$ cat config.mk
export PLATFORM = sky130hd
export DESIGN_NAME = neuron_feeder
export DESIGN_NICKNAME = d
export VERILOG_FILES = /design/src/rtl/nar_pkg.sv /design/src/rtl/feeder_buf.sv /design/src/rtl/neuron_feeder.sv
export SDC_FILE = /design/constraint.sdc
export NUM_CORES = 1
export LEC_CHECK = 0
export CAP_MARGIN = 40
export CORE_MARGIN = 2
export CORE_UTILIZATION = 35
export CTS_BUF_LIST = sky130_fd_sc_hd__clkbuf_8
export DETAILED_ROUTE_END_ITERATION = 10
export PLACE_DENSITY_LB_ADDON = 0.2
export SLEW_MARGIN = 30
export SYNTH_ARGS = -nofsm -noshare
export SYNTH_HDL_FRONTEND = slang
export SYNTH_SLANG_ARGS = --single-unit
$ cat constraint.sdc
create_clock -name clk -period 5.35 [get_ports clk]
set_input_delay 1.07 -clock clk [delete_from_list [all_inputs] [get_ports clk]]
set_output_delay 1.07 -clock clk [all_outputs]
set_load 0.1 [all_outputs]
$ cat src/rtl/nar_pkg.sv
// nar_pkg: shared defaults and FSM state encoding for the neuron feeder
package nar_pkg;
  localparam int N_DEF = 10;
  localparam int Q_DEF = 9;
  localparam int SW = 3;
  typedef enum logic [SW-1:0] {IDLE, CLEAR, STREAM, BIAS, WAIT, DONE} state_t;
endpackage

$ cat src/rtl/feeder_buf.sv
// feeder_buf: K-deep N-wide register file, one write port, one async read port
module feeder_buf #(
  parameter int N = 10,
  parameter int K = 8,
  parameter int AW = 3
) (
  input  logic                clk,
  input  logic                rst,
  input  logic                we,
  input  logic [AW-1:0]       addr,
  input  logic signed [N-1:0] wr_data,
  input  logic [AW-1:0]       rd_addr,
  output logic signed [N-1:0] rd_data
);
  logic signed [N-1:0] mem [K];
  // addresses at or beyond K match no entry, so those writes fall away
  always_ff @(posedge clk or negedge rst)
    if (!rst) mem <= '{default: '0};
    else for (int i = 0; i < K; i++) if (we && addr == AW'(i)) mem[i] <= wr_data;
  // async read feeds the registered stream outputs in the top
  always_comb rd_data = mem[rd_addr];
endmodule

$ cat src/rtl/neuron_feeder.sv
// neuron_feeder: sequences K (w,x) pairs plus bias into a neuron MAC and captures its output; FEEDER_RELU_EN adds ReLU at capture
module neuron_feeder
  import nar_pkg::*;
#(
  parameter int N = N_DEF,
  parameter int K = 8,
  localparam int AW = K > 1 ? $clog2(K) : 1
) (
  input  logic                clk,
  input  logic                rst,
  input  logic                w_we,
  input  logic                x_we,
  input  logic                b_we,
  input  logic [AW-1:0]       w_addr,
  input  logic signed [N-1:0] wr_data,
  input  logic                start,
  output logic                busy,
  output logic                done,
  output logic signed [N-1:0] result,
  output logic                neu_rst,
  output logic                neu_inpt,
  output logic signed [N-1:0] neu_w,
  output logic signed [N-1:0] neu_x,
  output logic signed [N-1:0] neu_b,
  input  logic signed [N-1:0] neu_out
);
  state_t state, nxt;
  logic [AW-1:0] idx, nidx;
  logic signed [N-1:0] bias, w_rd, x_rd;
  logic wr_ok;
  // host writes land only while no evaluation is using the buffers
  always_comb wr_ok = state == IDLE || state == DONE;
  // index of the pair presented in the coming cycle; restarts from 0 outside STREAM
  always_comb nidx = state == STREAM ? idx + 1'b1 : '0;
  // next-state: DONE may jump straight to CLEAR for back-to-back evaluations
  always_comb begin
    nxt = state;
    case (state)
      IDLE:    nxt = start ? CLEAR : IDLE;
      CLEAR:   nxt = STREAM;
      STREAM:  nxt = idx == AW'(K - 1) ? BIAS : STREAM;
      BIAS:    nxt = WAIT;
      WAIT:    nxt = DONE;
      DONE:    nxt = start ? CLEAR : IDLE;
      default: nxt = IDLE;
    endcase
  end
  feeder_buf #(.N(N), .K(K), .AW(AW)) u_wbuf (
    .clk(clk), .rst(rst), .we(w_we && wr_ok), .addr(w_addr), .wr_data(wr_data),
    .rd_addr(nidx), .rd_data(w_rd)
  );
  feeder_buf #(.N(N), .K(K), .AW(AW)) u_xbuf (
    .clk(clk), .rst(rst), .we(x_we && wr_ok), .addr(w_addr), .wr_data(wr_data),
    .rd_addr(nidx), .rd_data(x_rd)
  );
  // state, bias and all outputs registered from the next state so they align with it
  always_ff @(posedge clk or negedge rst)
    if (!rst) begin
      state    <= IDLE;
      idx      <= '0;
      bias     <= '0;
      busy     <= 1'b0;
      done     <= 1'b0;
      result   <= '0;
      neu_rst  <= 1'b1;
      neu_inpt <= 1'b0;
      neu_w    <= '0;
      neu_x    <= '0;
      neu_b    <= '0;
    end else begin
      state    <= nxt;
      idx      <= nidx;
      if (b_we && wr_ok) bias <= wr_data;
      busy     <= nxt inside {CLEAR, STREAM, BIAS, WAIT};
      done     <= nxt == DONE;
      neu_rst  <= nxt == CLEAR;
      neu_inpt <= nxt == STREAM;
      neu_w    <= nxt == STREAM ? w_rd : '0;
      neu_x    <= nxt == STREAM ? x_rd : '0;
      neu_b    <= nxt == BIAS ? bias : '0;
`ifdef FEEDER_RELU_EN
      if (state == WAIT) result <= neu_out[N-1] ? '0 : neu_out;
`else
      if (state == WAIT) result <= neu_out;
`endif
    end
endmodule

Word level (Yosys, flattened, before mapping):

Cells that the tools add are included.
Widths: inputs -> output; s select.

* add/subtract/negate cells: 1
* magnitude comparators: 1
* eq/ne operators: 18
* multiplexer cells: 13
* bitwise operators: 1
* reduce and logical (&&, ||, !) cells: 24

Operator list (number)
* $mux 10: 7
* $bmux 10 s3: 2
* $eq 3x3->1 const B: 9
* $logic_and 1x1->1: 19
* $eq 3x2->1 const B: 6
* $pmux 3 s5: 1
* $eq 3x1->1 const B: 3
* $logic_not 3->1: 2
* $ge 4x4->1 const B: 1
* $not 3->4: 1
* $reduce_bool 4->1: 1
* $add 3x1->3 const B: 1
* $mux 3: 1
* $mux 1: 2
* $reduce_or 2->1: 1
* $logic_or 1x1->1: 1

* flip-flop bits (word level): 220
* input port bits: 29
* output and inout bits: 44
* word-level logic and storage cells: 85

Longest topological paths before layout:

Gate-level depths: netlist (run 1).

* word-level depth: 7
* gate-level depth with buffers: 8
* gate-level depth less buffers: 6

Hierarchy:

Synthesis (run 1) repeated with hierarchy kept, for this count alone.

* cell total of the unflattened synthesis: 566
* area total of the unflattened synthesis: 9542.9 um2

By module, submodules not included
* feeder_buf: instances 2, cells an instance 210, area each 3694.8 um2
* neuron_feeder: instances 1, cells an instance 146, area each 2153.3 um2

Worst setup path after synthesis (run 1):

OpenSTA, ideal clock, no wires.

* path kind: in2reg
* start point: in w_addr[1]
* end point: reg u_wbuf.mem[70] (netlist bit)
* arrival time: 2.427 ns
* data required time: 5.225 ns
* setup slack: 2.798 ns
* cell stages on the path: 4
* buffers on the path: 1
* cells stage by stage: or4b_1 > buf_2 > nor3_4 > mux2_2

* cells in the longest elaborated chain, start to end: 2

RTL lines
* start, declared: RTL line neuron_feeder.sv:14 `input logic [AW-1:0] w_addr,`
* $logic_not 3->1: RTL line feeder_buf.sv:19 `else for (int i = 0; i < K; i++) if (we && addr == AW'(i)) mem[i] <= wr_data;`
* $logic_and 1x1->1: RTL line feeder_buf.sv:19
* end signal, assigned: RTL line feeder_buf.sv:18 `if (!rst) mem <= '{default: '0};`
* end, declared: RTL line feeder_buf.sv:15 `logic signed [N-1:0] mem [K];`

No other way between the ends.
A chain may end at the register's enable or synchronous reset.

Worst setup path in the final report (run 1):

* start point: reg idx[0]
* end point: reg neu_w[3]

* cells in the longest elaborated chain, start to end: 7

RTL lines
* start, declared: RTL line neuron_feeder.sv:28 `logic [AW-1:0] idx, nidx;`
* start signal, assigned: RTL line neuron_feeder.sv:72 `idx <= nidx;`
* $add 3x1->3: RTL line neuron_feeder.sv:34 `always_comb nidx = state == STREAM ? idx + 1'b1 : '0;`
* $mux 3: RTL line neuron_feeder.sv:34
* $not 3->4 (implied by the code): RTL line feeder_buf.sv:21 `always_comb rd_data = mem[rd_addr];`
* $bmux 10 s3: RTL line feeder_buf.sv:21
* $mux 10 (implied by the code) (2 in series): RTL line feeder_buf.sv:21
* $mux 10 *: RTL line neuron_feeder.sv:78 `neu_w <= nxt == STREAM ? w_rd : '0;`
* end signal, assigned: RTL line neuron_feeder.sv:78
* end, declared: RTL line neuron_feeder.sv:22 `output logic signed [N-1:0] neu_w,`

Every way passes the cells marked *; elsewhere a longest branch is shown, timed or not. The select of a mux whose other input is x is not followed.

==> results.sh, run 1 <==
export IMPL_status="finished, final reports clean"
export IMPL_post_place_ws_ns=1.94
export IMPL_grt_max_degree=112
export IMPL_cts_buffers=38
export IMPL_power_frac_comb_pct=41.1
export IMPL_first_global_vias=6562
export IMPL_finalHoldWorstSlack_ns=0.499
export IMPL_fin_worst_skew_ns=0.0283
export IMPL_yosys_top_cells_count="dfrtp_1 (219), mux2_2 (198), clkbuf_1 (36), o22ai_1 (34), nand2b_1 (22)"
export IMPL_die_h_um=169
export IMPL_setup_tns_final_ns=0
export IMPL_cp_required_ns=5.76
export IMPL_r2r_setup_slack_ns=2.41
export IMPL_via_count=6029
export IMPL_globalplace_congestion=0.706
export IMPL_vias_per_cell=5.30
export IMPL_ys_top_cells_by_area="dfrtp_1 (58%), mux2_2 (23%), mux4_2 (4.7%)"
export IMPL_wl_um=23500
export IMPL_syn2layout_area_growth_pct=26.7
export IMPL_grt_first_pass_wirelength_um=37200
export IMPL_cts_hold_buf=0
export IMPL_min_period_ns=2.94
export IMPL_initial_core_util_pct=35.5
export IMPL_seq_area_mm2=0.00551
export IMPL_finalMaxSlewViolations=0
export IMPL_htreeDepth=2
export IMPL_synth_nets=682
export IMPL_worstSetupEndpoint="neu_w[3]$_DFF_PN0_"
export IMPL_ys_seq_elements=220
export IMPL_fin_nets=804
export IMPL_die_area_mm2=0.0285
export IMPL_finalHoldViolCount=0
export IMPL_r2r_end="neu_w[3]$_DFF_PN0_"
export IMPL_critPathTopFamily="compound AO/OA/AOI/OAI gates"
export IMPL_num_antenna_cells=0
export IMPL_end_kind="flop"
export IMPL_path_cells="ha_1, ha_2, or4b_2, a21oi_4, o221ai_1, o2bb2ai_1"
export IMPL_insertion_delay_ns=0.54
export IMPL_cp_max_fo=19
export IMPL_tightestPinTransition_ns=0.871
export IMPL_drtIter0Drc=286
export IMPL_p_seq_share_pct=38.6
export IMPL_maxCapViolations=0
export IMPL_crit_type="flop to flop"
export IMPL_die_x_um=169
export IMPL_finalWorstSetupSlack_ns=2.41
export IMPL_worst_path_stages=6
export IMPL_postRouteAntennaNets=0
export IMPL_p_sw_share_pct=36.0
export IMPL_drt_pass1_iterations=5
export IMPL_power_switching_uw=2620
export IMPL_worstRegToRegCells=6
export IMPL_synth_cells=651
export IMPL_finalSetupViolations=0
export IMPL_cts_root_buf="clkbuf_8"
export IMPL_critical_path_buf_inv_count=0
export IMPL_p_int_uw=4670
export IMPL_grt_use_total_pct=16.9
export IMPL_ys_warn_count=0
export IMPL_ys_flop_type="dfrtp_1"
export IMPL_synth_most_common_cell="dfrtp_1"
export IMPL_seq_area_frac_synth_pct=57.9
export IMPL_cp_arrival_ns=3.35
export IMPL_slew_headroom_pct=41.7
export IMPL_syn_area_per_cell_um2=14.6
export IMPL_critPathLaunch="idx[0]$_DFF_PN0_"
export IMPL_slowest_stage="or4b_2"
export IMPL_max_freq_mhz=340
export IMPL_multiInputGateArea_mm2=0.00386
export IMPL_clk_pin_slew_worst_paths_ns=0.06
export IMPL_antenna_found_initial=2
export IMPL_ir_drop_mv=0.253
export IMPL_port_buffers=72
export IMPL_cts_resized=0
export IMPL_yosysUniqueCellTypes=48
export IMPL_wl_per_cell_um=20.6
export IMPL_worst_hold_path_type="flop to flop"
export IMPL_fillers=2311
export IMPL_leakage_uw=0.00516
export IMPL_synth_top_area_share_pct=57.6
export IMPL_clockBufferDepth=3
export IMPL_power_density_mw_per_mm2=605
export IMPL_async_reset_ff_share_pct=100
export IMPL_drc_errors=0
export IMPL_cts_sinks=220
export IMPL_synth_edf_count=0
export IMPL_fp_row_count=60
export IMPL_r2r_start="idx[0]$_DFF_PN0_"
export IMPL_core_mm2=0.0268
export IMPL_cts_tree="done"
export IMPL_synth_area_mm2=0.00951
export IMPL_rsz0062_at_grt="false"
export IMPL_boundaryPins=73
export IMPL_start_kind="flop"
export IMPL_synth_area_leader_cell="dfrtp_1"
export IMPL_drive_gt1_share_pct=43.0
export IMPL_critPathMaxStageDelay_ns=0.74
export IMPL_pwr_share_clk_pct=20.4
export IMPL_dpl_hpwl_um=14400
export IMPL_grt_ovfl_total=0
export IMPL_cts_setup_buffers=0
export IMPL_min_period_over_period_pct=55.0
-- cell families (layout without fill, tap and decap cells) --
family                   after synthesis  after routing  synth area share (%)
multiplexers                         222            222                  28.6
AO/OA/AOI/OAI                         84             84                  5.83
flip-flops                           220            220                  57.9
AND/OR/NAND/NOR                       76             76                  5.34
XOR/XNOR                               2              2                 0.184
buffers and inverters                 45            191                  1.88
adder cells (fa/ha/maj)                2              2                 0.263
-- power groups by stage --
stage	logic [uW]	registers (uW)	clock network, uW
5_1_grt	3190	2900	1600
2_1_floorplan	1490	3310	0
3_5_place_dp	3010	2830	0
6_report	2990	2810	1490
4_1_cts	3020	2810	1530
3_3_place_gp	2650	2770	0
-- area by class of cell --
class / count / area share [%]
flip-flops and latches: 220 / 45.7
multi-input cells: 386 / 32.0
repair buffers: 125 / 12.6
clock buffers: 46 / 5.25
well taps: 341 / 3.54
clock inverters: 18 / 0.893
inverters: 2 / 0.0623
-- per-layer routing --
metal	wire (um)	track usage [%]	part of all wire, %	up-vias
met3	1070	3.32	4.6	39
met1	10100	21.8	43	3206
met2	11800	28.7	50	121
met5	20	0	0.085	-
met4	461	5.40	2.0	4
li1	-	-	-	2659
-- layout by cell type, fill, tap and decap left out, types with 3 or more instances in the layout --
| cell type | instances |
|---|---|
| clkbuf_8 | 46 |
| nor3b_2 | 3 |
| mux2i_1 | 3 |
| mux4_2 | 20 |
| mux2_2 | 198 |
| buf_4 | 8 |
| and3_1 | 11 |
| o21ai_0 | 4 |
| a22o_1 | 17 |
| o22ai_1 | 34 |
| nor2_4 | 3 |
| dfrtp_1 | 219 |
| nand2_1 | 10 |
| a21oi_1 | 21 |
| nor2_2 | 3 |
| clkdlybuf4s50_1 | 71 |
| buf_8 | 41 |
| inv_1 | 15 |
| buf_16 | 4 |
| nor2_1 | 4 |
| nand2b_1 | 22 |
-- worst reg2reg max path: stages (launching register included) --
cell and delay (ns):
dfrtp_1 0.39, ha_1 0.21, ha_2 0.25, or4b_2 0.74, a21oi_4 0.67, o221ai_1 0.26, o2bb2ai_1 0.30
-- sequential cells by signal, indices dropped and copies added (netlist names) --
name and count:
result 10, bias 10, neu_b 10, neu_inpt 1, idx 3, u_xbuf.mem 80
done 1, state 3, neu_w 10, neu_x 10, neu_rst 1, u_wbuf.mem 80
busy 1
-- worst min-delay path by stage --
stage                                       endpoint  slack, ns                        from  depth (start not counted)
after detailed placement  u_xbuf.mem[39]$_DFFE_PN0P_       0.49  u_xbuf.mem[39]$_DFFE_PN0P_                          1
after floorplan           u_xbuf.mem[30]$_DFFE_PN0P_       0.47  u_xbuf.mem[30]$_DFFE_PN0P_                          1
after global placement    u_xbuf.mem[35]$_DFFE_PN0P_       0.48  u_xbuf.mem[35]$_DFFE_PN0P_                          1
after global routing      u_xbuf.mem[33]$_DFFE_PN0P_       0.51  u_xbuf.mem[33]$_DFFE_PN0P_                          1
final                     u_xbuf.mem[33]$_DFFE_PN0P_       0.50  u_xbuf.mem[33]$_DFFE_PN0P_                          1
after CTS                 u_wbuf.mem[54]$_DFFE_PN0P_       0.50  u_wbuf.mem[54]$_DFFE_PN0P_                          1
-- per-stage QoR --
stage	power, uW	util [%]	instances	instance area [um^2]
2_1_floorplan	4800	-	651	9510
5_1_grt	7690	45.0	1138	12100
3_3_place_gp	5420	39.5	1028	10600
3_5_place_dp	5840	42.2	1073	11300
4_1_cts	7360	45.0	1137	12000
6_report	7290	45.0	1138	12100
No activity file was read; power rests on OpenSTA's default activity.
==> run 2, diff against run 1 <==
==> constraint.sdc (replaced) <==
create_clock -name clk -period 2.82 [get_ports clk]
set_input_delay 0.564 -clock clk [delete_from_list [all_inputs] [get_ports clk]]
set_output_delay 0.564 -clock clk [all_outputs]
set_load 0.1 [all_outputs]
==> results.sh, run 2 (synthesis gave the netlist of run 1 again) <==
export IMPL_maxCapViolations=0
export IMPL_fillers=2409
export IMPL_setup_tns_final_ns=0
export IMPL_vias_per_cell=5.31
export IMPL_cts_tree="done"
export IMPL_grtUsageMet3_pct=3.55
export IMPL_fin_worst_skew_ns=0.0149
export IMPL_rsz0062_at_grt="false"
export IMPL_critPathLaunch="idx[0]$_DFF_PN0_"
export IMPL_insertion_delay_ns=0.55
export IMPL_ir_drop_mv=0.444
export IMPL_port_buffers=72
export IMPL_die_area_mm2=0.0285
export IMPL_power_density_mw_per_mm2=1160
export IMPL_largestRegisters="u_wbuf.mem: 80 flops, u_xbuf.mem: 80 flops"
export IMPL_cts_resized=0
export IMPL_min_period_over_period_pct=87.5
export IMPL_layout_common_cells="dfrtp_1 (219), mux2_2 (198), buf_4 (70)"
export IMPL_cts_sinks=220
export IMPL_slew_headroom_pct=43.6
export IMPL_finalMaxSlewViolations=0
export IMPL_fin_area_mm2=0.0115
export IMPL_leakage_uw=0.00504
export IMPL_clockBufferDepth=3
export IMPL_cp_max_fo=11
export IMPL_wl_per_cell_um=21.3
export IMPL_fp_row_count=60
export IMPL_placed_area_mm2=0.0107
export IMPL_multiInputGateArea_mm2=0.00385
export IMPL_boundaryPins=73
export IMPL_grt_busiest_layer="met2"
export IMPL_grt_ovfl_total=0
export IMPL_end_kind="flop"
export IMPL_drc_errors=0
export IMPL_drt_pass1_iterations=5
export IMPL_wl_um=23900
export IMPL_finalSetupViolations=0
export IMPL_drive_gt1_share_pct=46.7
export IMPL_tightestPinTransition_ns=0.843
export IMPL_final_common_cell="dfrtp_1"
export IMPL_cp_required_ns=3.22
export IMPL_globalplace_congestion=0.806
export IMPL_cts_root_buf="clkbuf_8"
export IMPL_finalHoldViolCount=0
export IMPL_cts_buffers=40
export IMPL_crit_type="flop to flop"
export IMPL_clk_pin_slew_worst_paths_ns=0.06
export IMPL_grt_first_pass_wirelength_um=37900
export IMPL_use_met2_pct=29.3
export IMPL_via_count=5949
export IMPL_htreeDepth=2
export IMPL_start_kind="flop"
export IMPL_max_freq_mhz=405
export IMPL_antenna_found_initial=0
export IMPL_worst_hold_startpoint="u_xbuf.mem[34]$_DFFE_PN0P_"
export IMPL_status="finished, final reports clean"
export IMPL_die_h_um=169
export IMPL_postRouteAntennaNets=0
export IMPL_worst_hold_path_type="flop to flop"
export IMPL_syn2layout_area_growth_pct=20.5
export IMPL_drtIter0Drc=249
export IMPL_min_period_ns=2.47
export IMPL_dpl_hpwl_um=14800
export IMPL_first_global_vias=6530
export IMPL_r2r_start="idx[0]$_DFF_PN0_"
export IMPL_cp_arrival_ns=2.87
export IMPL_grt_max_degree=70
export IMPL_met1_usage_pct=21.8
export IMPL_seq_area_mm2=0.00551
export IMPL_core_mm2=0.0268
export IMPL_fin_nets=785
export IMPL_die_x_um=169
export IMPL_grt_use_total_pct=17.3
export IMPL_initial_core_util_pct=35.5
## run 2: final cells by class
class	count	area share (%)
Sequential cell	220	48.0
Multi-Input combinational cell	386	33.6
Timing Repair Buffer	104	7.96
Clock buffer	47	5.64
Tap cell	341	3.72
Clock inverter	20	0.950
Inverter	2	0.0655
Antenna cell	1	0.0218
## run 2: timing repair
item / CTS / global route
hold buffers: 1 / 0
hold endpoints to repair: 10 / 0
setup buffers: 0 / 0
## run 2: layer usage
metal	share of wire [%]	wire length (um)
met1	42	10100
met2	51	12100
met3	4.7	1130
met4	2.2	527
met5	0	0
## run 2: worst max-delay path, cell delays in order, from the launching register on
cell	delay (ns)
dfrtp_1	0.39
ha_1	0.20
ha_2	0.36
nor3b_2	0.22
buf_4	0.32
mux4_2	0.55
a22o_1	0.29
## run 2: metrics by stage
| stage | hold slack [ns] | std cells | utilization (%) | total power [uW] | worst slack (ns) |
|---|---|---|---|---|---|
| global route | 0.502 | 1120 | 42.8 | 14100 | 0.229 |
| detailed placement | 0.483 | 1051 | 39.8 | 10500 | 0.130 |
| finish | 0.494 | 1121 | 42.8 | 13300 | 0.353 |
| global placement | 0.479 | 1051 | 39.8 | 10300 | 0.197 |
| CTS | 0.495 | 1119 | 42.7 | 13500 | 0.337 |
| floorplan | 0.268 | 651 | - | 9110 | 0.288 |
## run 2: path summary, 6_finish.rpt
path | slack, ns | cells after the start | end
worst max-delay path | 0.35 | 6 | neu_x[0]$_DFF_PN0_
min in group asynchronous | 0.57 | 2 | neu_w[7]$_DFF_PN0_
worst min register to register | 0.49 | 1 | u_xbuf.mem[34]$_DFFE_PN0P_
worst max register to register | 0.35 | 6 | neu_x[0]$_DFF_PN0_
max in group asynchronous | 1.47 | 3 | u_xbuf.mem[53]$_DFFE_PN0P_
worst min-delay path | 0.49 | 1 | u_xbuf.mem[34]$_DFFE_PN0P_
## run 2: power breakdown
group          internal [uW]  total, uW  switching [uW]
Sequential              4570       5320             750
Combinational           2270       5160            2890
Clock                   1590       2870            1280
==> run 3, diff against run 2 <==
--- a/config.mk
+++ b/config.mk
@@ -7,7 +7,7 @@
 export LEC_CHECK = 0
 export CAP_MARGIN = 40
 export CORE_MARGIN = 2
-export CORE_UTILIZATION = 35
+export CORE_UTILIZATION = 30
 export CTS_BUF_LIST = sky130_fd_sc_hd__clkbuf_8
 export DETAILED_ROUTE_END_ITERATION = 10
 export PLACE_DENSITY_LB_ADDON = 0.2
==> results.sh, run 3 (synthesis gave the netlist of run 1 again) <==
export IMPL_status="finished, final reports clean"
export IMPL_maxCapViolations=0
export IMPL_wl_per_cell_um=20.3
export IMPL_antenna_found_initial=1
export IMPL_crit_type="flop to flop"
export IMPL_max_freq_mhz=398
export IMPL_placed_area_mm2=0.0108
export IMPL_cts_sinks=220
export IMPL_finalMaxSlewViolations=0
export IMPL_clockBufferDepth=3
export IMPL_finalSetupViolations=0
export IMPL_initial_core_util_pct=30.3
export IMPL_grt_ovfl_total=0
export IMPL_port_buffers=72
export IMPL_final_common_cell="dfrtp_1"
export IMPL_cp_max_fo=20
export IMPL_critical_path_buf_inv_count=1
export IMPL_num_antenna_cells=0
export IMPL_fin_nets=787
export IMPL_min_period_over_period_pct=89.0
export IMPL_fin_worst_skew_ns=0.0283
export IMPL_cts_tree="done"
export IMPL_dpl_hpwl_um=15200
export IMPL_wl_um=24100
export IMPL_clk_pin_slew_worst_paths_ns=0.07
export IMPL_first_global_vias=6561
export IMPL_cts_root_buf="clkbuf_8"
export IMPL_drt_pass1_iterations=4
export IMPL_start_kind="flop"
export IMPL_critPathMaxStageDelay_ns=0.57
export IMPL_critPathTopFamily="adder cells"
export IMPL_grt_first_pass_wirelength_um=38000
export IMPL_finalHoldWorstSlack_ns=0.494
export IMPL_insertion_delay_ns=0.55
export IMPL_htreeDepth=2
export IMPL_cp_arrival_ns=2.93
export IMPL_postRouteAntennaNets=0
export IMPL_rsz0062_at_grt="false"
export IMPL_post_route_util_pct=37.1
export IMPL_die_h_um=182
export IMPL_fin_area_mm2=0.0116
export IMPL_drive_gt1_share_pct=48.1
export IMPL_worst_hold_path_type="flop to flop"
export IMPL_core_mm2=0.0314
export IMPL_cts_resized=0
export IMPL_min_period_ns=2.51
export IMPL_via_count=5950
export IMPL_end_kind="flop"
export IMPL_die_x_um=182
export IMPL_leakage_uw=0.00507
export IMPL_power_density_mw_per_mm2=1160
export IMPL_globalplace_congestion=0.748
export IMPL_largestRegisters="u_wbuf.mem: 80 flops, u_xbuf.mem: 80 flops"
export IMPL_grt_use_total_pct=14.8
export IMPL_path_cells="ha_1, ha_2, nor3b_2, buf_12, mux4_2, a22o_1"
export IMPL_drc_errors=0
export IMPL_vias_per_cell=5.02
export IMPL_cts_buffers=41
export IMPL_fp_row_count=65
export IMPL_boundaryPins=73
export IMPL_setup_tns_final_ns=0
export IMPL_layout_common_cells="dfrtp_1 (219), mux2_2 (198), buf_4 (68)"
export IMPL_cp_required_ns=3.24
export IMPL_finalHoldViolCount=0
export IMPL_slowest_stage="mux4_2"
export IMPL_slew_headroom_pct=44.5
export IMPL_die_area_mm2=0.0331
export IMPL_syn2layout_area_growth_pct=22.4
export IMPL_tightestPinTransition_ns=0.830
export IMPL_ir_drop_mv=0.480
export IMPL_drtIter0Drc=365
export IMPL_grt_max_degree=71
==> run 3: per-layer routing <==
metal	wire length, um	track usage (%)	up-vias
met1	10400	18.9	3112
met5	13	0	-
met2	11900	25.3	164
met3	1280	3.17	49
li1	-	-	2623
met4	501	4.77	2
==> run 3: path summary, 6_finish.rpt <==
path / startpoint / to / slack [ns] / cells past startpoint
setup / recovery: idx[0]$_DFF_PN0_ / neu_w[9]$_DFF_PN0_ / 0.31 / 6
hold / removal: u_xbuf.mem[35]$_DFFE_PN0P_ / u_xbuf.mem[35]$_DFFE_PN0P_ / 0.49 / 1
setup reg to reg: idx[0]$_DFF_PN0_ / neu_w[9]$_DFF_PN0_ / 0.31 / 6
hold reg to reg: u_xbuf.mem[35]$_DFFE_PN0P_ / u_xbuf.mem[35]$_DFFE_PN0P_ / 0.49 / 1
max in group asynchronous: rst / u_wbuf.mem[75]$_DFFE_PN0P_ / 1.49 / 3
min in group asynchronous: rst / u_xbuf.mem[53]$_DFFE_PN0P_ / 0.55 / 2
==> run 3: through the flow <==
stage               setup slack (ns)  std cells  total power (uW)
global placement               0.196       1111             10300
floorplan                      0.288        651              9110
finish                         0.309       1186             13500
detailed placement             0.153       1111             10500
CTS                            0.277       1183             13700
global route                   0.220       1186             14300
==> run 3: what timing repair did <==
| action | CTS | global route |
|---|---|---|
| endpoints found under the hold margin | 25 | 0 |
| buffers inserted | 0 | 0 |
| hold buffers | 1 | 0 |
==> run 3: cell type report <==
type                       instances  area, um^2
tap                              402         503
inverter                           2        7.51
multi-input combinational        386        3850
timing repair buffer             105         947
clock inverter                    16        73.8
sequential                       220        5510
clock buffer                      55         757
fill                            3006       19700
==> run 3: power breakdown <==
group          leakage, uW  switching, uW  total, uW  internal (uW)
clock             0.000463           1340       3070           1730
sequential         0.00274            740       5310           4570
combinational      0.00187           2870       5130           2270
total              0.00507           4940      13500           8570
